$ cat src/rtl/fetch_if.sv
// Instruction-memory read channel between the fetch stage and the instruction memory.
// The master drives a level request and address; the slave answers with done and data.
interface fetch_if;
  logic        imem_rd;
  logic [15:0] imem_addr;
  logic [15:0] imem_data;
  logic        imem_done;

  modport master (output imem_rd, output imem_addr, input imem_data, input imem_done);
  modport slave  (input imem_rd, input imem_addr, output imem_data, output imem_done);
endinterface

$ cat src/rtl/fetch.sv
// Fetch stage: holds the PC, reads instructions over a variable-latency handshake and
// presents a registered instruction / PC+2 pair to decode, with stall, redirect and HALT.
module fetch #(
  parameter logic [15:0] RESET_PC  = 16'h0000,
  parameter logic [15:0] NOP_INSTR = 16'h0800
) (
  input  logic        clk,
  input  logic        rst,
  input  logic        i_stall,
  input  logic        i_redirect_en,
  input  logic [15:0] i_redirect_PC,
  fetch_if.master     imem,
  output logic [15:0] o_instruc,
  output logic [15:0] o_seq_PC,
  output logic        o_if_valid,
  output logic        o_halted
);

  typedef enum logic [1:0] {S_FETCH, S_HOLD, S_FLUSH, S_HALTED} state_t;

  state_t      r_state;
  logic [15:0] r_pc;
  logic [15:0] r_instruc;
  logic [15:0] r_seq_pc;
  logic        r_if_valid;
  logic        r_halted;

  state_t      w_state_next;
  logic [15:0] w_pc_next;
  logic [15:0] w_instruc_next;
  logic [15:0] w_seq_pc_next;
  logic        w_if_valid_next;
  logic        w_halted_next;
  logic        w_free;
  logic        w_rd;
  logic [15:0] w_pc_inc;

  // The output register can take a new word when it is empty or being consumed now.
  assign w_free   = !r_if_valid || !i_stall;
  assign w_pc_inc = r_pc + 16'd2;
  assign w_rd     = rst && (r_state == S_FETCH) && w_free;

  always_ff @(posedge clk) begin
    if (!rst) begin
      r_state    <= S_FETCH;
      r_pc       <= RESET_PC;
      r_instruc  <= NOP_INSTR;
      r_seq_pc   <= 16'h0000;
      r_if_valid <= 1'b0;
      r_halted   <= 1'b0;
    end else begin
      r_state    <= w_state_next;
      r_pc       <= w_pc_next;
      r_instruc  <= w_instruc_next;
      r_seq_pc   <= w_seq_pc_next;
      r_if_valid <= w_if_valid_next;
      r_halted   <= w_halted_next;
    end
  end

  always_comb begin
    w_state_next    = r_state;
    w_pc_next       = r_pc;
    w_instruc_next  = r_instruc;
    w_seq_pc_next   = r_seq_pc;
    w_if_valid_next = r_if_valid;
    w_halted_next   = r_halted;

    if (i_redirect_en) begin
      // Redirect wins over everything; any same-cycle memory data is dropped.
      w_pc_next       = i_redirect_PC;
      w_if_valid_next = 1'b0;
      w_instruc_next  = NOP_INSTR;
      w_halted_next   = 1'b0;
      w_state_next    = S_FLUSH;
    end else begin
      unique case (r_state)
        S_FETCH: begin
          if (!w_free) begin
            w_state_next = S_HOLD;
          end else if (imem.imem_done) begin
            w_instruc_next  = imem.imem_data;
            w_seq_pc_next   = w_pc_inc;
            w_if_valid_next = 1'b1;
            w_pc_next       = w_pc_inc;
            if (imem.imem_data[15:11] == 5'b00000) begin
              w_state_next  = S_HALTED;
              w_halted_next = 1'b1;
            end
          end else if (r_if_valid) begin
            w_if_valid_next = 1'b0;
            w_instruc_next  = NOP_INSTR;
          end
        end
        S_HOLD: begin
          if (!i_stall) begin
            w_if_valid_next = 1'b0;
            w_instruc_next  = NOP_INSTR;
            w_state_next    = S_FETCH;
          end
        end
        S_FLUSH: begin
          w_state_next = S_FETCH;
        end
        S_HALTED: begin
          if (r_if_valid && !i_stall) begin
            w_if_valid_next = 1'b0;
            w_instruc_next  = NOP_INSTR;
          end
        end
        default: begin
          w_state_next = S_FETCH;
        end
      endcase
    end
  end

  assign imem.imem_rd   = w_rd;
  assign imem.imem_addr = r_pc;
  assign o_instruc      = r_instruc;
  assign o_seq_PC       = r_seq_pc;
  assign o_if_valid     = r_if_valid;
  assign o_halted       = r_halted;

endmodule
$ cat src/flat_wrapper.sv
// flat-port wrapper written by rule: the top's interface ports become plain ports
module fetch_flat 
#(
  parameter logic [15:0] RESET_PC  = 16'h0000,
  parameter logic [15:0] NOP_INSTR = 16'h0800
)
  (clk, rst, i_stall, i_redirect_en, i_redirect_PC, o_instruc, o_seq_PC, o_if_valid, o_halted, imem_imem_rd, imem_imem_addr, imem_imem_data, imem_imem_done);
  fetch_if imem_i ();
  input  logic clk;
  input  logic rst;
  input  logic i_stall;
  input  logic i_redirect_en;
  input  logic [15:0] i_redirect_PC;
  output logic [15:0] o_instruc;
  output logic [15:0] o_seq_PC;
  output logic o_if_valid;
  output logic o_halted;
  output wire logic [$bits(imem_i.imem_rd)-1:0] imem_imem_rd;
  output wire logic [$bits(imem_i.imem_addr)-1:0] imem_imem_addr;
  input wire logic [$bits(imem_i.imem_data)-1:0] imem_imem_data;
  input wire logic [$bits(imem_i.imem_done)-1:0] imem_imem_done;
  assign imem_imem_rd = imem_i.imem_rd;
  assign imem_imem_addr = imem_i.imem_addr;
  assign imem_i.imem_data = imem_imem_data;
  assign imem_i.imem_done = imem_imem_done;
  fetch #(.RESET_PC(RESET_PC), .NOP_INSTR(NOP_INSTR)) u_core (.clk(clk), .rst(rst), .i_stall(i_stall), .i_redirect_en(i_redirect_en), .i_redirect_PC(i_redirect_PC), .imem(imem_i), .o_instruc(o_instruc), .o_seq_PC(o_seq_PC), .o_if_valid(o_if_valid), .o_halted(o_halted));
endmodule
$ cat config.mk
export PLATFORM = sky130hd
export DESIGN_NAME = fetch_flat
export DESIGN_NICKNAME = d
export VERILOG_FILES = /design/src/rtl/fetch_if.sv /design/src/rtl/fetch.sv /design/src/flat_wrapper.sv
export SDC_FILE = /design/constraint.sdc
export NUM_CORES = 1
export LEC_CHECK = 0
export CAP_MARGIN = 0
export CORE_ASPECT_RATIO = 1.2
export CORE_MARGIN = 1
export CORE_UTILIZATION = 27
export DETAILED_ROUTE_END_ITERATION = 6
export PLACE_DENSITY_LB_ADDON = 0.12
export RECOVER_POWER = 100
export SETUP_SLACK_MARGIN = 0.2
export SYNTH_ARGS = -nofsm -noshare
export SYNTH_HDL_FRONTEND = slang
export SYNTH_SLANG_ARGS = --single-unit
$ cat constraint.sdc
create_clock -name clk -period 2.8 [get_ports clk]
set_clock_uncertainty 0.2 [all_clocks]
set_input_delay 0.84 -clock clk [delete_from_list [all_inputs] [get_ports clk]]
set_output_delay 0.84 -clock clk [all_outputs]
set_load 0.02 [all_outputs]
==> flow_metrics.py, run 1 <==
metrics = {
    "clock_network": {
        "cts_sinks": 52,
        "clk_transition_reported_paths_ns": 0.10,
        "cts_buffers": 5,
        "clock-root-buffer": "clkbuf_8",
        "cts_max_level": 2,
        "clockBufferDepth": 2,
        "cts_tree": "built",
        "clk_latency_ns": 0.30,
        "ctsHoldBuffers": 0,
    },
    "placement": {
        "dp_hpwl_um": 4980,
        "place.gp.congestion": 0.777,
        "dp_slack_ns": -0.540,
        "dp.cells": 474,
        "port_buffers": 87,
    },
    "routing": {
        "drt_wl_total_um": 6750,
        "m1WireLength_um": 3160,
        "top_layer": "met4",
        "drt-initial-drc-count": 44,
        "routedWlPerCell_um": 14.0,
        "vias": 2283,
        "met3_length_um": 337,
        "drtAntennaViolNets": 0,
        "dr_wl_met2_um": 3170,
        "dr.pass1.iters": 4,
        "viasPerCell": 4.73,
        "drc": 0,
    },
    "power_and_ir_drop": {
        "swShare_pct": 29.5,
        "p_clk_share_pct": 26.6,
        "seqPwrFrac_pct": 49.1,
        "comb_power_share_pct": 24.3,
        "power.density_nw_per_um2": 468,
        "power.switching_uw": 496,
        "total_leakage_power_nw": 1.45,
        "peakVddDrop_mv": 0.227,
        "p_int_mw": 1.19,
    },
    "setup_path": {
        "worstSetupEndpointType": "output pin",
        "slowest_stage": "dlygate4sd2_1",
        "startpoint_type": "input port",
        "worstSetupPathType": "in2out",
        "critPathMaxFanout": 2,
        "critPathTopFamily": "buffers and inverters",
        "r2r_cells": 8,
        "cpPeakStageDelay_ns": 0.24,
        "crit_arrival_ns": 1.60,
        "cp.depth": 4,
        "path_buf_inv": 2,
        "required_ns": 1.76,
        "cp_cell_sequence": "dlygate4sd2_1, a21bo_1, nor2_1, buf_6",
    },
    "floorplanning": {
        "die_h_um": 105,
        "rows": 37,
        "core_um2": 8520,
        "dieArea_um2": 9140,
        "io_pins": 88,
        "die_x_um": 87.4,
        "initial_core_util_pct": 27.8,
    },
    "worst_hold_path": {
        "worstHoldPathCells": 2,
        "hold_path.class": "reg2reg",
    },
    "run": {
        "max-cap-violations": 0,
    },
    "synthesis": {
        "yosys_warnings": 0,
        "avgSynthCellArea_um2": 9.10,
        "synth_area_um2": 2360,
        "synth-seq-cells": 52,
        "synth-edff-count": 0,
        "synth_nets": 302,
        "syn_inst": 260,
        "async_flop_share_pct": 0,
        "ys_types": 48,
        "seq_area_frac_synth_pct": 44.0,
        "synth-main-ff-cell": "dfxtp_1",
    },
    "run_status": {
        "outcome": "completed",
    },
    "finish": {
        "fill_cells": 917,
        "antennaDiodeCount": 0,
        "final_nets": 407,
        "finalNonFillerCells": 483,
        "area_growth_pct": 52.1,
        "multiInputGateArea_um2": 1220,
        "drive_gt1_share_pct": 10.7,
        "register_area_um2": 1040,
    },
    "grt": {
        "grt_max_degree": 27,
        "grt-ovfl-total": 0,
        "grt_pass1_vias": 2168,
        "grt_first_pass_wirelength_um": 10900,
        "grt_usage_pct": 15.4,
        "antenna_found_initial": 0,
    },
    "timing": {
        "max-slew-margin-rel_pct": 66.5,
        "setup_viol": 0,
        "setup_tns_ns": 0,
        "slew_viol_final": 0,
        "fin_ws_ns": 0.163,
        "hold_violations": 0,
        "min_period_ns": 2.64,
        "timing.fmax_ghz": 0.379,
        "worstMarginPinSlew_ns": 0.497,
        "rsz0062_at_grt": "true",
        "fin_crit_sh_pct": 94.2,
    },
}
-- worst min-delay path, cell delays in order, from the launching register on --
cell,delay (ns)
dfxtp_1,0.32
nand2_1,0.05
o21ai_0,0.06
-- cell usage after synthesis, types with 3 or more instances --
master     n  area share, %
o21ai_0   27            5.7
and3_1     3           0.79
xnor2_1   11            4.1
nor2_1    15            2.4
or3_1      3           0.79
o31a_1     3            1.1
inv_1      5           0.79
a21oi_1   19            4.0
dfxtp_1   52             44
a31oi_1    5            1.3
xor2_1     8            3.0
nand3_1    5            1.1
nor3_1     5            1.1
and4_1     3            1.1
nand2_1   12            1.9
ha_1       5            2.6
clkbuf_1  11            1.7
a211oi_1   5            1.6
nand2b_1   4            1.1
nor4_1     3           0.79
nand4_1    6            1.6
a22o_1    14            5.2
-- power groups by stage --
| stage | Clock [mW] | Sequential [mW] | Combinational [mW] |
|---|---|---|---|
| after detailed placement | 0 | 0.845 | 0.431 |
| after global routing | 0.495 | 0.834 | 0.449 |
| after floorplan | 0 | 0.888 | 0.156 |
| after global placement | 0 | 0.844 | 0.430 |
| final | 0.447 | 0.826 | 0.409 |
| after CTS | 0.475 | 0.828 | 0.438 |
-- placed cells by master, fill, tap and decap left out, types with 2 or more instances in the layout --
cell             count
a31oi_1              5
nand2b_1             4
nand2_1             12
nor3_1               5
o31ai_1              2
or3_1                3
clkinv_1             2
dlygate4sd2_1        5
clkdlybuf4s50_1     29
o21ai_0             27
clkbuf_8             6
xnor2_1             11
nand3b_1             2
clkbuf_1             3
and4_1               3
or4_1                3
o31a_1               3
clkinv_2             2
a211oi_1             5
nor3b_1              2
nand3_1              5
and2_1               2
buf_4               20
and3_1               3
xor2_1               8
mux2i_1              2
a21oi_1             19
nor2_1              15
a311oi_1             2
clkbuf_2             2
inv_1                4
dlygate4sd3_1       52
ha_1                 5
a22o_1              14
nand4_1              6
dfxtp_1             52
nor4_1               3
-- metal layers --
metal,up-vias,GRT usage [%]
met5,-,0
li1,1164,-
met3,7,2.94
met4,0,4.57
met1,1042,20.3
met2,70,25.0
-- area by class of cell --
type                       instances  share of cell area, %
clock buffer                       6                   2.30
clock inverter                     2                  0.278
inverter                           7                  0.731
multi-input combinational        185                   34.1
sequential                        52                   28.9
tap                              117                   4.07
timing repair buffer             114                   29.6
-- final timing paths --
path	end	slack, ns	start
min	u_core.o_seq_PC[15]$_SDFFE_PN0P_	0.27	u_core.o_seq_PC[15]$_SDFFE_PN0P_
max	imem_imem_rd	0.16	i_stall
min reg2reg	u_core.o_seq_PC[15]$_SDFFE_PN0P_	0.27	u_core.o_seq_PC[15]$_SDFFE_PN0P_
max reg2reg	u_core.o_instruc[13]$_SDFFE_PP0P_	0.52	u_core.r_state[0]$_SDFFE_PP0P_
-- flip-flops by register name, summed over array words and instances, names as in the netlist --
name                   cells
u_core.imem.imem_addr     16
u_core.r_state             2
u_core.o_seq_PC           16
u_core.o_halted            1
u_core.o_instruc          16
u_core.o_if_valid          1
-- metrics by stage --
stage,util [%],instance area [µm²],hold slack [ns],power [mW]
floorplan,-,2360,0.245,1.04
global placement,41.5,3530,0.257,1.27
detailed placement,41.5,3530,0.257,1.28
CTS,42.7,3640,0.272,1.74
global route,42.2,3600,0.286,1.78
finish,42.2,3600,0.266,1.68
-- logic make-up (layout without fill, tap and decap cells) --
group | count (synthesis) | in the layout | synth area share, %
AO/OA/AOI/OAI | 86 | 86 | 24.0
buffers and inverters | 23 | 129 | 4.02
adder cells (fa/ha/maj) | 5 | 5 | 2.65
XOR/XNOR | 19 | 19 | 7.04
multiplexers | 3 | 3 | 1.32
AND/OR/NAND/NOR | 72 | 72 | 16.9
flip-flops | 52 | 52 | 44.0
-- timing repair --
item,4_1_cts,5_1_grt
pin swaps,5,1
setup endpoints to repair,2,3
setup buffers,1,0
resized for setup,14,2
No activity file was read; power rests on OpenSTA's default activity.
==> inputs of run 2 (changes only) <==
--- a/config.mk
+++ b/config.mk
@@ -11,8 +11,10 @@
 export CORE_UTILIZATION = 27
 export DETAILED_ROUTE_END_ITERATION = 6
 export PLACE_DENSITY_LB_ADDON = 0.12
-export RECOVER_POWER = 100
+export RECOVER_POWER = 50
+export REMOVE_ABC_BUFFERS = 1
 export SETUP_SLACK_MARGIN = 0.2
+export SKIP_CTS_REPAIR_TIMING = 1
 export SYNTH_ARGS = -nofsm -noshare
 export SYNTH_HDL_FRONTEND = slang
 export SYNTH_SLANG_ARGS = --single-unit
==> flow_metrics.py, run 2 (synthesis results as in run 1) <==
metrics = {
    "setup_path": {
        "r2r_cells": 8,
        "startpoint_type": "input port",
        "r2r_setup_slack_ns": 0.59,
        "required_ns": 2.80,
        "critPathMaxFanout": 4,
        "r2r_start": "u_core.r_state[0]$_SDFFE_PP0P_",
        "worstReg2RegEnd": "u_core.o_instruc[13]$_SDFFE_PP0P_",
        "worstSetupEndpointType": "register",
        "crit_arrival_ns": 2.52,
        "worstSetupPathType": "in2reg",
        "cp-startpoint": "imem_imem_done",
    },
    "worst_hold_path": {
        "min-delay-start": "u_core.o_instruc[11]$_SDFFE_PP1P_",
        "worstHoldPathCells": 2,
        "hold-path-endpoint": "u_core.o_instruc[11]$_SDFFE_PP1P_",
        "hold_path.class": "reg2reg",
    },
    "grt": {
        "busiest_layer": "met2",
        "grt_max_degree": 24,
        "grt_usage_pct": 15.4,
        "grt_first_pass_wirelength_um": 11000,
        "grt_util_met2_pct": 25.4,
        "antenna_found_initial": 0,
        "grt_pass1_vias": 2181,
        "grt-ovfl-total": 0,
        "grt_use_met1_pct": 20.5,
        "use_met3_pct": 2.78,
    },
    "finish": {
        "area_growth_pct": 52.8,
        "fill_cells": 915,
        "layout_commonest_cell": "dfxtp_1",
        "final_nets": 405,
        "mostFrequentLayoutCells": "dfxtp_1 (52), clkdlybuf4s50_1 (42), dlygate4sd3_1 (38)",
        "antennaDiodeCount": 0,
        "finalNonFillerCells": 481,
        "drive_gt1_share_pct": 10.2,
        "post-route-util_pct": 42.4,
    },
    "placement": {
        "dp_hpwl_um": 5110,
        "port_buffers": 87,
        "place.gp.congestion": 0.763,
        "dp.cells": 473,
    },
    "routing": {
        "vias": 2277,
        "drtAntennaViolNets": 0,
        "drt-initial-drc-count": 56,
        "viasPerCell": 4.73,
        "routedWlPerCell_um": 14.5,
        "drc": 0,
        "dr.pass1.iters": 4,
        "drt_wl_total_um": 6960,
    },
    "floorplanning": {
        "core_um2": 8520,
        "initial_core_util_pct": 27.8,
        "die_h_um": 105,
        "rows": 37,
        "dieArea_um2": 9140,
        "io_pins": 88,
        "die_x_um": 87.4,
    },
    "timing": {
        "hold_violations": 0,
        "max-slew-margin-rel_pct": 65.2,
        "min_period_ns": 2.52,
        "setup_viol": 0,
        "timing.fmax_ghz": 0.396,
        "slew_viol_final": 0,
        "rsz0062_at_grt": "false",
        "setup_tns_ns": 0,
        "worstMarginPinSlew_ns": 0.522,
        "fin_crit_sh_pct": 90.1,
    },
    "run": {
        "max-cap-violations": 0,
    },
    "power_and_ir_drop": {
        "peakVddDrop_mv": 0.272,
        "total_leakage_power_nw": 1.45,
        "power.density_nw_per_um2": 472,
    },
    "clock_network": {
        "clk_transition_reported_paths_ns": 0.09,
        "cts_tree": "built",
        "clockBufferDepth": 2,
        "clock-root-buffer": "clkbuf_8",
        "cts_sinks": 52,
        "cts_buffers": 5,
        "cts_max_level": 2,
        "clk_latency_ns": 0.31,
    },
    "run_status": {
        "outcome": "completed",
    },
}
==> run 2: changes by cell type in the layout (fill, tap and decap cells not counted), moves of 2 or more <==
cell / before / now
dlygate4sd3_1: 52 / 38
clkdlybuf4s50_1: 29 / 42
dlymetal6s2s_1: 0 / 6
dlygate4sd2_1: 5 / 0
clkbuf_2: 2 / 0
clkinv_2: 2 / 0
clkinvlp_4: 0 / 2
==> run 2: final cells by class <==
cell class / count / area [µm²] / share of cell area [%]
Clock buffer: 6 / 82.6 / 2.29
Clock inverter: 2 / 15.0 / 0.416
Inverter: 7 / 26.3 / 0.727
Multi-Input combinational cell: 185 / 1230 / 33.9
Sequential cell: 52 / 1040 / 28.8
Tap cell: 117 / 146 / 4.05
Timing Repair Buffer: 112 / 1080 / 29.8
==> run 2: metrics by stage <==
| step | power (mW) | area [µm²] | setup slack (ns) | hold slack [ns] |
|---|---|---|---|---|
| floorplan | 1.03 | 2300 | 0.305 | 0.284 |
| global placement | 1.27 | 3510 | -0.511 | 0.249 |
| detailed placement | 1.27 | 3510 | -0.499 | 0.259 |
| CTS | 1.74 | 3610 | -0.517 | 0.283 |
| global route | 1.79 | 3610 | 0.150 | 0.296 |
| finish | 1.70 | 3610 | 0.277 | 0.275 |
==> run 2: worst max-delay path by stage <==
stage                                       to  depth (start not counted)  slack (ns)
3_5_place_dp                      imem_imem_rd                          4       -0.50
3_3_place_gp                      imem_imem_rd                          4       -0.51
5_1_grt        u_core.o_seq_PC[7]$_SDFFE_PN0P_                          7        0.15
4_1_cts                           imem_imem_rd                          4       -0.52
2_1_floorplan   u_core.r_state[1]$_SDFFE_PN0P_                          4        0.31
6_report        u_core.r_state[1]$_SDFFE_PN0P_                          5        0.28
==> run 2: where the power goes <==
part | leakage (nW) | internal [mW] | switching, mW
combinational | 0.985 | 0.207 | 0.205
clock | 0.0434 | 0.201 | 0.266
sequential | 0.426 | 0.785 | 0.0413
==> run 2: critical path: stages <==
cell	delay, ns
dlygate4sd3_1	0.59
clkinv_1	0.17
o31a_1	0.38
o31a_1	0.28
o31a_1	0.26
==> run 2: per-layer routing <==
metal / vias up / part of all wire [%]
li1: 1163 / -
met1: 1059 / 47
met2: 48 / 49
met3: 7 / 3.4
met4: 0 / 0.93
met5: - / 0
